File: src/rtl/conv_frame_sequencer.sv
// Frame sequencer for the 9-in/9-out transform datapath: accepts one X word,
// holds it on dp_x for a settle window, snapshots all nine Y results, then drains them serially.
module conv_frame_sequencer #(
  parameter int SETTLE_CYCLES = 2,
  parameter int N_OUT         = 9,
  parameter int CNT_W         = 16
) (
  input  logic             clk,
  input  logic             rst_n,
  input  logic             flush,
  input  logic             in_valid,
  output logic             in_ready,
  input  logic [8:0]       in_x,
  output logic [8:0]       dp_x,
  input  logic [179:0]     dp_y,
  output logic             out_valid,
  input  logic             out_ready,
  output logic [19:0]      out_data,
  output logic [3:0]       out_idx,
  output logic             out_last,
  output logic             busy,
  output logic [CNT_W-1:0] frame_cnt
);

  localparam logic [1:0] S_IDLE   = 2'd0;
  localparam logic [1:0] S_SETTLE = 2'd1;
  localparam logic [1:0] S_DRAIN  = 2'd2;

  localparam logic [3:0] LAST_IDX = 4'(N_OUT - 1);

  logic [1:0]        state_q, state_d;
  logic [3:0]        cnt_q, cnt_d;
  logic [3:0]        idx_q, idx_d;
  logic [8:0]        dp_x_q, dp_x_d;
  logic [CNT_W-1:0]  frame_cnt_q, frame_cnt_d;
  logic signed [19:0] cap_q [N_OUT];
  logic signed [19:0] cap_d [N_OUT];

  assign in_ready  = (state_q == S_IDLE) && !flush;
  assign out_valid = (state_q == S_DRAIN);
  assign out_data  = out_valid ? cap_q[idx_q] : '0;
  assign out_idx   = idx_q;
  assign out_last  = out_valid && (idx_q == LAST_IDX);
  assign busy      = (state_q != S_IDLE);
  assign dp_x      = dp_x_q;
  assign frame_cnt = frame_cnt_q;

  always_comb begin
    state_d     = state_q;
    cnt_d       = cnt_q;
    idx_d       = idx_q;
    dp_x_d      = dp_x_q;
    frame_cnt_d = frame_cnt_q;
    for (int k = 0; k < N_OUT; k++) cap_d[k] = cap_q[k];

    // flush overrides everything, including a completing last beat
    if (flush) begin
      state_d = S_IDLE;
      idx_d   = 4'd0;
    end else begin
      case (state_q)
        S_IDLE: begin
          if (in_valid) begin
            dp_x_d  = in_x;
            cnt_d   = 4'(SETTLE_CYCLES);
            state_d = S_SETTLE;
          end
        end
        S_SETTLE: begin
          cnt_d = cnt_q - 4'd1;
          if (cnt_q == 4'd1) begin
            for (int k = 0; k < N_OUT; k++) cap_d[k] = dp_y[20*k +: 20];
            idx_d   = 4'd0;
            state_d = S_DRAIN;
          end
        end
        S_DRAIN: begin
          if (out_ready) begin
            if (idx_q == LAST_IDX) begin
              frame_cnt_d = frame_cnt_q + CNT_W'(1);
              idx_d       = 4'd0;
              state_d     = S_IDLE;
            end else begin
              idx_d = idx_q + 4'd1;
            end
          end
        end
        default: begin
          state_d = S_IDLE;
          idx_d   = 4'd0;
        end
      endcase
    end
  end

  always_ff @(posedge clk or negedge rst_n) begin
    if (!rst_n) begin
      state_q     <= S_IDLE;
      cnt_q       <= 4'd0;
      idx_q       <= 4'd0;
      dp_x_q      <= 9'd0;
      frame_cnt_q <= '0;
      for (int k = 0; k < N_OUT; k++) cap_q[k] <= '0;
    end else begin
      state_q     <= state_d;
      cnt_q       <= cnt_d;
      idx_q       <= idx_d;
      dp_x_q      <= dp_x_d;
      frame_cnt_q <= frame_cnt_d;
      for (int k = 0; k < N_OUT; k++) cap_q[k] <= cap_d[k];
    end
  end

endmodule

File: config.mk
export PLATFORM = sky130hd
export DESIGN_NAME = conv_frame_sequencer
export DESIGN_NICKNAME = d
export VERILOG_FILES = /design/src/rtl/conv_frame_sequencer.sv
export SDC_FILE = /design/constraint.sdc
export NUM_CORES = 1
export LEC_CHECK = 0
export ABC_AREA = 1
export BUFFER_PORTS_ARGS = -buffer_cell sky130_fd_sc_hd__buf_2
export CAP_MARGIN = 20
export CORE_UTILIZATION = 39
export CTS_CLUSTER_SIZE = 25
export DETAILED_ROUTE_END_ITERATION = 7
export GPL_TIMING_DRIVEN = 0
export MAX_ROUTING_LAYER = met4
export SLEW_MARGIN = 30
export SYNTH_ARGS = -nofsm -noshare
export SYNTH_HDL_FRONTEND = slang
export SYNTH_SLANG_ARGS = --single-unit
File: constraint.sdc
create_clock -name clk -period 2 [get_ports clk]
set_input_delay 0 -clock clk [delete_from_list [all_inputs] [get_ports clk]]
set_output_delay 0 -clock clk [all_outputs]
set_load 0.03 [all_outputs]
==> out/summary.txt <==
failing checks = design-rule violations, negative setup slack
Int Power = 9.63 mW
# rows = 59
Top FF cell, synth = dfrtp_1
Clk Latency, worst-skew pair = 0.54 ns
EDFF count, synth = 0
cell area after placement = 0.0122 sq mm
Final #Nets = 2066
worst clock skew = 0.0260 ns
CP Cell Sequence = buf_6 -> nor4_4 -> buf_6 -> buf_4 -> nand2_1 -> a21oi_1 -> buf_4
synth unique cells = 25
Worst EP required = 2.00 ns
largest net degree at the start of global routing = 60
Ys Warns = 0
final worst slack = -0.169 ns
Peak VDD IR = 0.000527 V
Global Route Usage Sum = 28.0%
area grow syn2layout = 55.7%
Die Y = 166 um
Max-slew headroom = 64.0%
sw frac = 28.4%
initial antenna violation count = 0
Inserted Clock Buffers = 25
Worst setup EP type = output port
CP Class = reg2out
Sinks on Clock Net = 215
share of post-route cells with drive strength above 1 = 26.1%
Hold Crit Class = in2async
routed len/inst = 17.0 um
H-tree Lvls = 1
DR iter-0 viols = 650
setup slack at placement = -0.288 ns
number of global-route vias before repair = 10911
Longest Clk Path Bufs = 3
ANT cells = 0
PD cells = 826 mW/mm^2
GR Overflow Total = 0
DIE AREA = 0.0275 sq mm
Initial Utilization = 39.9%
clock share of power = 38.0%
Syn Area/Cell = 7.59 sq um
drt pass-1 iters = 7
Clock transition at path regs = 0.06 ns
GPL Wtd Cong = 0.883
combinational power share = 20.8%
# IOs = 247
Final Cycle Share = 108%
Sw Pwr = 3.81 mW
sequential fraction of the synthesis area = 51.4%
fin. max-slew vios = 0
RSZ-0062 raised after global routing = yes
Via Count = 10788
ANT nets after route = 0
Cells after Synth = 1378
syn_nets = 1577
CP startpoint kind = flop
most common cell after layout, fill and taps aside = nand2_1
async set-reset flop share out of synthesis = 100%
Flop pwr share = 41.2%
Pleak = 8.42 nW
final period demand of the worst path = 2.17 ns
HPWL after detailed placement = 25600 um
Remaining DRCs = 24
IO Port Bufs = 246
first-pass GRT wire length = 58300 um
final-report setup violation count = 20
Arr. time, crit path = 2.17 ns
TritonCTS clock tree = yes
final hold violation count = 0
number of synthesized register bits = 215
largest stage delay on the critical path = 0.50 ns
status = finished, violations left
most frequent cells in the layout = 271 x nand2_1, 250 x buf_2, 214 x dfrtp_1
synthesized area = 0.0105 sq mm
worst-margin pin slew = 0.534 ns
Root Driver = clkbuf_16
Total Wirelength = 37700 um
die width = 166 um
Fmax = 0.461 GHz
slowest CP cell = dfrtp_2
Final Cell Area = 0.0163 sq mm
Core Area = 0.0262 sq mm
max-cap viol count = 0
crit-path max FO = 7
drt via density = 4.86
## through the flow
stage          power [mW]  setup TNS [ns]  instances  util [%]  hold slack (ns)
4_1_cts              13.4           -1.52       2217      61.4           0.0478
3_5_place_dp         7.85           -5.21       1962      46.6          -0.0820
6_report             13.4           -2.49       2221      62.1           0.0308
2_1_floorplan        6.98               0       1378         -           -0.296
5_1_grt              14.1           -3.46       2221      62.1           0.0628
3_3_place_gp         7.75         -630.61       1959      46.2            0.201
## critical path: cells and delay by family, from the launching register on
| family | cells | cell delay (ns) |
|---|---|---|
| AOI/OAI and AO/OA | 1 | 0.17 |
| and+or+nand+nor | 2 | 0.31 |
| DFF | 1 | 0.50 |
| buffers and inverters | 4 | 0.68 |
## cells by family (layout without fill, tap and decap cells)
family | after synthesis | after routing | synth area share, %
compound gates | 218 | 218 | 10.5
xor+xnor | 8 | 8 | 0.670
fa+ha+maj | 5 | 5 | 0.598
buf+inv | 291 | 799 | 11.6
flops | 215 | 215 | 51.4
simple gates | 641 | 641 | 25.2
## cells in the mapped netlist, drive strengths merged (5+ instances only)
| cell type | number | area, sq um |
|---|---|---|
| a21oi | 163 | 816 |
| dfrtp | 215 | 5380 |
| clkbuf | 22 | 82.6 |
| buf | 57 | 339 |
| o21ai | 54 | 270 |
| ha | 5 | 62.6 |
| nor2 | 202 | 776 |
| nand3 | 138 | 691 |
| inv | 212 | 796 |
| nand2 | 293 | 1100 |
| nand4 | 6 | 52.6 |
## path summary, 6_finish.rpt
path | start | endpoint | slack, ns | cells after the start
max in group asynchronous | rst_n | cap_q[104] | 1.29 | 4
min in group clk | dp_y[16] | cap_q[176] | 0.24 | 4
worst max register to register | out_idx[0] | frame_cnt[13] | 0.03 | 8
worst min-delay path | rst_n | cap_q[171] | 0.03 | 3
worst min register to register | dp_x[8] | dp_x[8] | 0.46 | 2
worst max-delay path | out_idx[0] | out_data[0] | -0.17 | 7
## area by class of cell
type                    count  area, sq um
fillers                  2257         9920
flip-flops and latches    215         5380
multi-input cells         872         4510
repair buffers            464         3590
inverters                 212          806
clock buffers              36          717
plain buffers              77          651
well taps                 335          419
clock inverters            10          204
## sequential cells by signal, summed over array words and instances, names as in the netlist
signal,cells
state_q,2
out_idx,4
cnt_q,4
dp_x,9
cap_q,180
frame_cnt,16
## power by group through the flow
stage	clock (mW)	combinational [mW]	sequential, mW
after floorplan	0	1.39	5.60
after global placement	0	2.18	5.57
after detailed placement	0	2.26	5.58
after CTS	5.15	2.74	5.51
after global routing	5.33	3.15	5.61
final	5.11	2.80	5.54
## metal layers
| metal | wire length [um] | up-vias | global-route usage, % |
|---|---|---|---|
| li1 | - | 5254 | - |
| met1 | 17100 | 5099 | 37.4 |
| met2 | 17600 | 351 | 44.9 |
| met3 | 1860 | 84 | 2.76 |
| met4 | 1230 | 0 | 9.31 |
| met5 | 0 | - | - |
## what timing repair did
| item | 4_1_cts | 5_1_grt |
|---|---|---|
| hold endpoints to repair | 358 | 0 |
| cloned | 2 | 1 |
| hold buffers | 203 | 0 |
| setup buffers | 5 | 4 |
| setup endpoints to repair | 37 | 52 |
| pin swaps | 46 | 16 |
| gates resized for setup | 224 | 45 |
(Power assumes the default switching activity.)
